File: config.mk
export PLATFORM = sky130hd
export DESIGN_NAME = mips_store_buffer
export DESIGN_NICKNAME = d
export VERILOG_FILES = /design/src/rtl/mips_store_buffer_pkg.sv /design/src/rtl/mips_store_buffer_sb_fifo.sv /design/src/rtl/mips_store_buffer.sv
export SDC_FILE = /design/constraint.sdc
export NUM_CORES = 1
export LEC_CHECK = 0
export CAP_MARGIN = 10
export CELL_PAD_IN_SITES_DETAIL_PLACEMENT = 0
export CELL_PAD_IN_SITES_GLOBAL_PLACEMENT = 1
export CORE_MARGIN = 2
export CORE_UTILIZATION = 46
export CTS_CLUSTER_DIAMETER = 30
export CTS_CLUSTER_SIZE = 24
export DETAILED_ROUTE_END_ITERATION = 7
export PLACE_DENSITY = 0.78
export SYNTH_ARGS = -nofsm -noshare
export SYNTH_HDL_FRONTEND = slang
export SYNTH_SLANG_ARGS = --single-unit
File: constraint.sdc
create_clock -name clk -period 3.1 [get_ports clk]
set_input_delay 0.465 -clock clk [delete_from_list [all_inputs] [get_ports clk]]
set_output_delay 0.465 -clock clk [all_outputs]
set_load 0.05 [all_outputs]
File: src/rtl/mips_store_buffer_pkg.sv
// Shared types for the MIPS posted-write store buffer.
// The SB_LOAD_FWD_EN macro, when defined, enables store-to-load forwarding.
package mips_store_buffer_pkg;

   typedef enum logic [1:0] {
      SB_IDLE  = 2'd0,
      SB_WRITE = 2'd1,
      SB_READ  = 2'd2
   } sb_state_t;

   function automatic int sb_ptr_w(input int depth);
      return $clog2(depth);
   endfunction

endpackage

File: src/rtl/mips_store_buffer_sb_fifo.sv
// Circular store queue: head/tail/count with push and pop.
// With SB_LOAD_FWD_EN defined it also returns the youngest entry whose word address matches.
module sb_fifo
   import mips_store_buffer_pkg::*;
#(
   parameter int DEPTH  = 4,
   parameter int ADDR_W = 32,
   parameter int DATA_W = 32,
   localparam int PTR_W = sb_ptr_w(DEPTH)
) (
   input  logic              clk,
   input  logic              rst,
   input  logic              push,
   input  logic [ADDR_W-1:0] push_addr,
   input  logic [DATA_W-1:0] push_data,
   input  logic              pop,
   output logic [ADDR_W-1:0] head_addr,
   output logic [DATA_W-1:0] head_data,
   output logic [PTR_W:0]    count,
   output logic              full,
   output logic              empty
`ifdef SB_LOAD_FWD_EN
   ,
   input  logic [ADDR_W-1:0] lookup_addr,
   output logic              hit,
   output logic [DATA_W-1:0] hit_data
`endif
);

   logic [ADDR_W-1:0] addr_mem [DEPTH];
   logic [DATA_W-1:0] data_mem [DEPTH];
   logic [PTR_W-1:0]  head_reg, tail_reg;
   logic [PTR_W:0]    count_reg;
   logic              push_ok, pop_ok;

   assign full    = (count_reg == (PTR_W+1)'(DEPTH));
   assign empty   = (count_reg == '0);
   assign push_ok = push && !full;
   assign pop_ok  = pop && !empty;
   assign count   = count_reg;

   always_ff @(posedge clk or posedge rst) begin
      if (rst) begin
         head_reg  <= '0;
         tail_reg  <= '0;
         count_reg <= '0;
      end else begin
         if (push_ok) tail_reg <= tail_reg + 1'b1;
         if (pop_ok)  head_reg <= head_reg + 1'b1;
         if (push_ok && !pop_ok)      count_reg <= count_reg + 1'b1;
         else if (pop_ok && !push_ok) count_reg <= count_reg - 1'b1;
      end
   end

   // Storage carries no reset; validity is defined purely by head/count.
   always_ff @(posedge clk) begin
      if (push_ok) begin
         addr_mem[tail_reg] <= push_addr;
         data_mem[tail_reg] <= push_data;
      end
   end

   assign head_addr = addr_mem[head_reg];
   assign head_data = data_mem[head_reg];

`ifdef SB_LOAD_FWD_EN
   logic [DEPTH-1:0] match;

   generate
      for (genvar gi = 0; gi < DEPTH; gi++) begin : g_match
         logic [PTR_W-1:0] age;
         assign age       = PTR_W'(gi) - head_reg;
         assign match[gi] = ({1'b0, age} < count_reg) &&
                            (((addr_mem[gi] ^ lookup_addr) & ~ADDR_W'(3)) == '0);
      end
   endgenerate

   // Walk from oldest to youngest so the last match wins.
   always_comb begin
      logic [PTR_W-1:0] idx;
      hit      = 1'b0;
      hit_data = '0;
      idx      = '0;
      for (int k = 0; k < DEPTH; k++) begin
         idx = head_reg + PTR_W'(k);
         if (match[idx]) begin
            hit      = 1'b1;
            hit_data = data_mem[idx];
         end
      end
   end
`endif

endmodule

File: src/rtl/mips_store_buffer.sv
// Posted-write store buffer between the MEM stage and a single-outstanding memory port.
// Define SB_LOAD_FWD_EN to forward loads from queued stores and let misses bypass the queue.
module mips_store_buffer
   import mips_store_buffer_pkg::*;
#(
   parameter int DEPTH  = 4,
   parameter int ADDR_W = 32,
   parameter int DATA_W = 32
) (
   input  logic              clk,
   input  logic              rst,
   input  logic              core_ren,
   input  logic              core_wen,
   input  logic              core_sync,
   input  logic [ADDR_W-1:0] core_addr,
   input  logic [DATA_W-1:0] core_dout,
   output logic [DATA_W-1:0] core_din,
   output logic              core_stall,
   output logic              mem_req,
   output logic              mem_we,
   output logic [ADDR_W-1:0] mem_addr,
   output logic [DATA_W-1:0] mem_dout,
   input  logic [DATA_W-1:0] mem_din,
   input  logic              mem_ack,
   output logic              buf_empty
);

   localparam int PTR_W = sb_ptr_w(DEPTH);

   sb_state_t         state_reg, state_next;
   logic [ADDR_W-1:0] mem_addr_reg;
   logic [DATA_W-1:0] mem_dout_reg;
   logic              mem_we_reg;

   logic              load_req, store_req, sync_req, load_issue;
   logic              push, pop, fifo_full, fifo_empty;
   logic [ADDR_W-1:0] head_addr;
   logic [DATA_W-1:0] head_data;
   logic [PTR_W:0]    count;
   logic              fwd_hit;
   logic [DATA_W-1:0] fwd_data;

   // Core requests are masked while reset is held; a simultaneous load+store keeps only the store.
   assign load_req  = core_ren && !core_wen && !rst;
   assign store_req = core_wen && !rst;
   assign sync_req  = core_sync && !rst;

   sb_fifo #(
      .DEPTH  (DEPTH),
      .ADDR_W (ADDR_W),
      .DATA_W (DATA_W)
   ) u_fifo (
      .clk        (clk),
      .rst        (rst),
      .push       (push),
      .push_addr  (core_addr),
      .push_data  (core_dout),
      .pop        (pop),
      .head_addr  (head_addr),
      .head_data  (head_data),
      .count      (count),
      .full       (fifo_full),
      .empty      (fifo_empty)
`ifdef SB_LOAD_FWD_EN
      ,
      .lookup_addr(core_addr),
      .hit        (fwd_hit),
      .hit_data   (fwd_data)
`endif
   );

`ifdef SB_LOAD_FWD_EN
   // A miss cannot alias any queued store, so it may overtake them.
   assign load_issue = load_req && !fwd_hit && (state_reg == SB_IDLE);
`else
   assign fwd_hit    = 1'b0;
   assign fwd_data   = '0;
   assign load_issue = load_req && (state_reg == SB_IDLE) && (count == '0);
`endif

   assign buf_empty = fifo_empty;
   assign mem_req   = (state_reg != SB_IDLE);
   assign mem_we    = mem_we_reg;
   assign mem_addr  = mem_addr_reg;
   assign mem_dout  = mem_dout_reg;

   always_comb begin
      state_next = state_reg;
      pop        = 1'b0;
      push       = store_req && !fifo_full;
      core_stall = 1'b0;
      core_din   = '0;
      case (state_reg)
         SB_IDLE: begin
            if (load_issue)       state_next = SB_READ;
            else if (count != '0) state_next = SB_WRITE;
         end
         SB_WRITE: begin
            if (mem_ack) begin
               pop        = 1'b1;
               state_next = SB_IDLE;
            end
         end
         SB_READ: begin
            if (mem_ack) state_next = SB_IDLE;
         end
         default: state_next = SB_IDLE;
      endcase

      // Full uses the registered count, so a same-cycle pop does not free the slot yet.
      if (store_req && fifo_full) core_stall = 1'b1;
      if (load_req) begin
         if (fwd_hit)                                 core_din = fwd_data;
         else if (state_reg == SB_READ && mem_ack)    core_din = mem_din;
         else                                         core_stall = 1'b1;
      end
      if (sync_req && !fifo_empty) core_stall = 1'b1;
   end

   always_ff @(posedge clk or posedge rst) begin
      if (rst) begin
         state_reg    <= SB_IDLE;
         mem_addr_reg <= '0;
         mem_dout_reg <= '0;
         mem_we_reg   <= 1'b0;
      end else begin
         state_reg <= state_next;
         if (state_reg == SB_IDLE) begin
            if (state_next == SB_READ) begin
               mem_addr_reg <= core_addr;
               mem_we_reg   <= 1'b0;
            end else if (state_next == SB_WRITE) begin
               mem_addr_reg <= head_addr;
               mem_dout_reg <= head_data;
               mem_we_reg   <= 1'b1;
            end
         end else if (mem_ack) begin
            mem_we_reg <= 1'b0;
         end
      end
   end

endmodule

# Word level (Yosys, flattened, before mapping)
# Memory sizes are Yosys's and may differ from the RTL's. A register that Yosys moved wholly into a read port is not among the register bits.
# Index checks and enable logic that the tools add are counted.
# W data, S select, Z words.
dict set report word_totals {
  latch_bits 0
  elab_cells 72
  output_inout_bits 100
  mem_bits_rw 256
  mem_bits_ro 0
  input_bits 102
  mem_count 2
  regBits 42
}
# memory depth word_bits rd rd_ports_with_merged_regs write_ports line_no
set mem_list {}
lappend mem_list {u_fifo.addr_mem 4 32 1 0 1 mips_store_buffer_sb_fifo.sv:30} ;# logic [ADDR_W-1:0] addr_mem [DEPTH];
lappend mem_list {u_fifo.data_mem 4 32 1 1 1 mips_store_buffer_sb_fifo.sv:31} ;# logic [DATA_W-1:0] data_mem [DEPTH];
dict set report op_classes {
  n_bitwise 1
  muxes 22
  div_mod_pow 0
  addsub 4
  reduce_logical 31
  shift 0
  eq_ne 6
  mul 0
  n_lt_le_gt_ge 0
}
# operator count
set ops {}
lappend ops {{$mux W32} 4}
lappend ops {{$logic_and A1 B1 Y1} 14}
lappend ops {{$mux W1} 12}
lappend ops {{$reduce_bool A2 Y1} 4}
lappend ops {{$logic_not A1 Y1} 6}
lappend ops {{$mux W2} 3}
lappend ops {{$mux W3} 2}
lappend ops {{$add A2 B1 Y2 const B} 2}
lappend ops {{$eq A2 B1 Y1 const B} 2}
lappend ops {{$eq A2 B2 Y1 const B} 2}
lappend ops {{$pmux W2 S2} 1}
lappend ops {{$reduce_and A2 Y1} 2}
lappend ops {{$add A3 B1 Y3 const B} 1}
lappend ops {{$eq A3 B3 Y1 const B} 1}
lappend ops {{$logic_not A3 Y1} 1}
lappend ops {{$ne A3 B1 Y1 const B} 1}
lappend ops {{$reduce_and A3 Y1} 1}
lappend ops {{$reduce_bool A3 Y1} 1}
lappend ops {{$sub A3 B1 Y3 const B} 1}
lappend ops {{$logic_not A2 Y1} 1}
lappend ops {{$reduce_or A2 Y1} 1}
lappend ops {{$not A1 Y1} 1}

# Longest topological paths before layout
# Gate-level depths: netlist of run 1.
dict set report depth {
  ltp_word 11
  ltp_mapped 11
  depth_no_buf 9
}

# Hierarchy
# From an unflattened synthesis of run 1, not the netlist that was laid out.
dict set report hier_totals {
  cells_unflattened 650
  area_unflattened_um2 12966.2
}
# mod cells_per_inst n_inst area_each_um2 seq_area_each_um2
set modules_own_cells {}
lappend modules_own_cells {sb_fifo 370 1 9653.0 7862.5}
lappend modules_own_cells {mips_store_buffer 280 1 3313.2 1676.6}

# Worst setup path after synthesis of run 1
# No wires, ideal clock.
dict set report synth_path {
  path_type {input port to flip-flop}
  from {in rst}
  to {mem u_fifo.addr_mem[2][0], enable pin}
  stages 3
  arrival_time_ns 2.489
  setup_ns 0.429
  n_path_buf 0
  setup_slack_ns 0.183
  t_required_ns 2.671
  path_cell_list {nand2b_1 > a21oi_1 > and2_1}
}
dict set report synth_via {
  elab_chain_len 6
}
# element line_no
set synth_lines {}
lappend synth_lines {{start: declaration} mips_store_buffer.sv:11} ;# input logic rst,
lappend synth_lines {{$logic_not A1 Y1 (no line)} n/a}
lappend synth_lines {{$logic_and A1 B1 Y1} mips_store_buffer.sv:45} ;# assign store_req = core_wen && !rst;
lappend synth_lines {{$logic_and A1 B1 Y1} mips_store_buffer.sv:90} ;# push = store_req && !fifo_full;
lappend synth_lines {{$logic_and A1 B1 Y1} mips_store_buffer_sb_fifo.sv:38} ;# assign push_ok = push && !full;
lappend synth_lines {{net u_fifo.push_ok} mips_store_buffer_sb_fifo.sv:34} ;# logic push_ok, pop_ok;
lappend synth_lines {{$mux W1} mips_store_buffer_sb_fifo.sv:57} ;# if (push_ok) begin
lappend synth_lines {{$mux W1 (implied by the code)} mips_store_buffer_sb_fifo.sv:58} ;# addr_mem[tail_reg] <= push_addr;
lappend synth_lines {{end: declaration} mips_store_buffer_sb_fifo.sv:30}
# The timed path passes the listed nets, and every way through them passes these cells.

# Final worst setup path of run 1
dict set report layout_path {
  from {reg u_fifo.count_reg[2] (netlist: u_fifo.count[2])}
  to {out buf_empty}
}
dict set report layout_via {
  elab_chain_len 1
}
# element line_no
set layout_lines {}
lappend layout_lines {{start: declaration} mips_store_buffer_sb_fifo.sv:33} ;# logic [PTR_W:0] count_reg;
lappend layout_lines {{start signal: assignment} mips_store_buffer_sb_fifo.sv:50} ;# if (push_ok && !pop_ok) count_reg <= count_reg + 1'b1;
lappend layout_lines {{start signal: assignment} mips_store_buffer_sb_fifo.sv:51} ;# else if (pop_ok && !push_ok) count_reg <= count_reg - 1'b1;
lappend layout_lines {{$logic_not A3 Y1} mips_store_buffer_sb_fifo.sv:37} ;# assign empty = (count_reg == '0);
lappend layout_lines {{end: declaration} mips_store_buffer.sv:25} ;# output logic buf_empty
# No other way between the ends.

==> results of run 1 <==
## critical path: stages, from the launching register on
cell	delay (ps)
dfrtp_1	400
or3_1	420
inv_1	200
clkdlybuf4s50_1	910
## worst paths after layout
| path | from | end | slack [ps] | depth (start not counted) |
|---|---|---|---|---|
| max in group asynchronous | rst | u_fifo.head_reg[0] | 1930 | 4 |
| setup reg to reg | u_fifo.count[2] | mem_dout[22] | 470 | 9 |
| setup / recovery | u_fifo.count[2] | buf_empty | 160 | 3 |
| min in group clk | mem_dout[4] | mem_dout[4] | 500 | 1 |
| hold / removal | rst | mem_addr[13] | 400 | 3 |
| hold reg to reg | mem_dout[4] | mem_dout[4] | 500 | 1 |
## synth_stat cells
cell,count,area (um2)
clkbuf_1,9,33.8
buf_4,2,15.0
o21ai_0,1,5.00
dfrtp_1,74,1850
nor3_1,1,5.00
mux2i_1,32,320
mux4_2,64,1440
edfxtp_1,256,7690
a31o_2,1,8.76
ha_1,11,138
inv_1,9,33.8
xnor2_1,4,35.0
mux2_2,34,383
buf_1,4,15.0
a21oi_1,35,175
nand2_1,4,15.0
a31oi_1,1,6.26
o32ai_1,2,17.5
or3_1,1,6.26
or3b_2,1,8.76
buf_6,5,56.3
and2_1,37,231
nand2b_1,1,6.26
o32a_1,1,10.0
nor2_1,35,131
nand4_1,1,6.26
a21o_1,1,7.51
buf_2,11,55.1
nor2b_1,3,18.8
nor2b_4,1,13.8
xor2_1,2,17.5
nand3_1,1,5.00
fa_1,1,20.0
## final cells by class
cell class | count | area [um2] | area share [%]
multi-input combinational | 276 | 3060 | 17.3
inverter | 9 | 35.0 | 0.198
sequential | 330 | 9550 | 53.9
clock buffer | 69 | 1490 | 8.43
clock inverter | 39 | 424 | 2.40
tap | 378 | 473 | 2.67
timing repair buffer | 223 | 2680 | 15.1
## cells by family after synthesis
kind of cell             Yosys count
flip-flops                       330
buffers and inverters             40
XOR/XNOR                           6
AO/OA/AOI/OAI                     42
AND/OR/NAND/NOR                   86
multiplexers                     130
adder cells (fa/ha/maj)           12
## metal layers
| layer | track usage [%] | routed length, um | up-vias |
|---|---|---|---|
| met5 | 0 | 12 | - |
| met4 | 5.65 | 452 | 2 |
| met3 | 4.79 | 1880 | 37 |
| met2 | 33.5 | 14400 | 261 |
| met1 | 22.7 | 10300 | 3538 |
| li1 | - | - | 3059 |
## power groups by stage
stage / Sequential, uW / Clock (uW) / Combinational (uW)
global placement: 6320 / 0 / 5900
detailed placement: 6370 / 0 / 6010
floorplan: 7570 / 0 / 2790
global route: 6370 / 6420 / 6340
CTS: 6300 / 6210 / 6050
finish: 6270 / 6090 / 5960
## placed cells by master (no fill, tap or decap), types with 3 or more instances in the layout
| master | instances |
|---|---|
| edfxtp_1 | 256 |
| clkdlybuf4s50_1 | 168 |
| dfrtp_1 | 72 |
| mux4_2 | 64 |
| clkbuf_16 | 58 |
| buf_12 | 47 |
| nor2_1 | 35 |
| a21oi_1 | 35 |
| mux2_2 | 34 |
| and2_1 | 33 |
| mux2i_1 | 32 |
| inv_6 | 11 |
| clkbuf_1 | 11 |
| ha_1 | 10 |
| inv_1 | 8 |
| buf_4 | 8 |
| clkinv_2 | 6 |
| clkinv_1 | 6 |
| clkinvlp_4 | 5 |
| bufinv_16 | 5 |
| xnor2_1 | 4 |
| and2_4 | 4 |
| nand2_1 | 3 |
## stage by stage
| stage | hold slack (ps) | power [uW] | cells | area, um2 | util (%) |
|---|---|---|---|---|---|
| 5_1_grt | 431 | 19100 | 1324 | 17700 | 64.3 |
| 6_report | 403 | 18300 | 1324 | 17700 | 64.3 |
| 3_3_place_gp | 476 | 12200 | 1216 | 15800 | 57.3 |
| 2_1_floorplan | 457 | 10400 | 646 | 12800 | - |
| 4_1_cts | 408 | 18600 | 1324 | 17700 | 64.3 |
| 3_5_place_dp | 495 | 12400 | 1216 | 15800 | 57.3 |
==> impl_metrics.yaml, run 1 <==
global_routing:
  grt_max_degree: 65
  grtUsageTotal_pct: 18.8
  antenna_found_initial: 1
  grt_pass1_vias: 7595
  grt_pass1_wl_um: 41600
  gr-total-overflow: 0
worst_setup_path:
  cp.arrival_ps: 2480
  required_ps: 2630
  critPathCaptureType: "primary output"
  critical_path_class: "flip-flop to primary output"
  path_max_fanout: 5
  start_kind: "flip-flop"
synth:
  synth_mux_area_share_pct: 16.8
  syn_inst: 646
  syn_nets: 760
  synthXorXnorAreaFrac_pct: 0.411
  ys_seq_area_share_pct: 74.6
  ys_ff_latch: 330
  synth.distinct_cells: 33
  syn-cell-area_um2: 12800
  synthAdderAreaFrac_pct: 1.23
  synth-simple-area-share_pct: 3.50
  synth_warnings: 0
  synth_top_family_by_area: "multiplexers"
  syn_area_per_cell_um2: 19.8
  synth_compound_area_share_pct: 1.80
route:
  ant_nets: 0
  firstDrtPassIters: 5
  post_drt_wl_per_cell_um: 20.5
  drtIter0Drc: 451
  vias_per_cell: 5.21
  via_count: 6897
  totalWireLength_um: 27100
  drcViolationCount: 0
power:
  p_per_area_nw_per_um2: 1030
  swShare_pct: 33.4
  leakage_uw: 0.00620
  peakVddDrop_mv: 0.412
  p_int_uw: 12200
  power.switching_uw: 6120
  combPwrFrac_pct: 32.5
  p_seq_share_pct: 34.2
  clkPwrFrac_pct: 33.2
timing:
  setup_ws_ps: 156
  slew_violations: 0
  skew_ps: 10.9
  min_period_over_period_pct: 95.0
  totalNegativeSetupSlack_ps: 0
  min_period_ps: 2940
  rsz0062_at_grt: "false"
  worst_slew_pin_slew_ps: 615
  fmax_mhz: 340
  maxSlewHeadroom_pct: 59.0
  finalHoldViolCount: 0
  finalSetupViolCount: 0
clock_network:
  clock-root-buffer: "clkbuf_16"
  clk_pin_slew_ps: 60
  insertion_delay_ps: 550
  cts_resized: 0
  holdBufCountCts: 0
  htreeDepth: 2
  cts_setup_buffers: 0
  cts_tree: "done"
  cts_max_path_buffers: 3
  numCtsBuffers: 57
  cts_sinks: 330
run_status:
  outcome: "finished clean"
place:
  gp_congestion: 0.777
  placement.io_buffers: 201
  pre_cts_slack_ps: 18.9
  dp_hpwl_um: 16900
floorplan:
  fp.dieH_um: 171
  die-width_um: 171
  ios: 202
  die_area_um2: 29100
  std_cell_rows: 61
  coreArea_um2: 27600
  start_util_pct: 46.4
final_layout:
  nets: 1011
  syn_to_final_growth_pct: 38.6
  antenna_cells: 0
  nFillCells: 1916
  reg.largest.list: "u_fifo.addr_mem: 128 flops, u_fifo.data_mem: 128 flops"
  drive_gt1_share_pct: 27.2
run:
  drv_cap: 0
min_path:
  hold_path.class: "input pin to async pin"
(Power assumes the default switching activity.)
==> run 2, diff against run 1 <==
--- a/config.mk
+++ b/config.mk
@@ -11,7 +11,7 @@
 export CORE_MARGIN = 2
 export CORE_UTILIZATION = 46
 export CTS_CLUSTER_DIAMETER = 30
-export CTS_CLUSTER_SIZE = 24
+export CTS_CLUSTER_SIZE = 30
 export DETAILED_ROUTE_END_ITERATION = 7
 export PLACE_DENSITY = 0.78
 export SYNTH_ARGS = -nofsm -noshare
==> results of run 2 <==
Same layout as run 1: the final DEF is identical, and so are final timing and power.
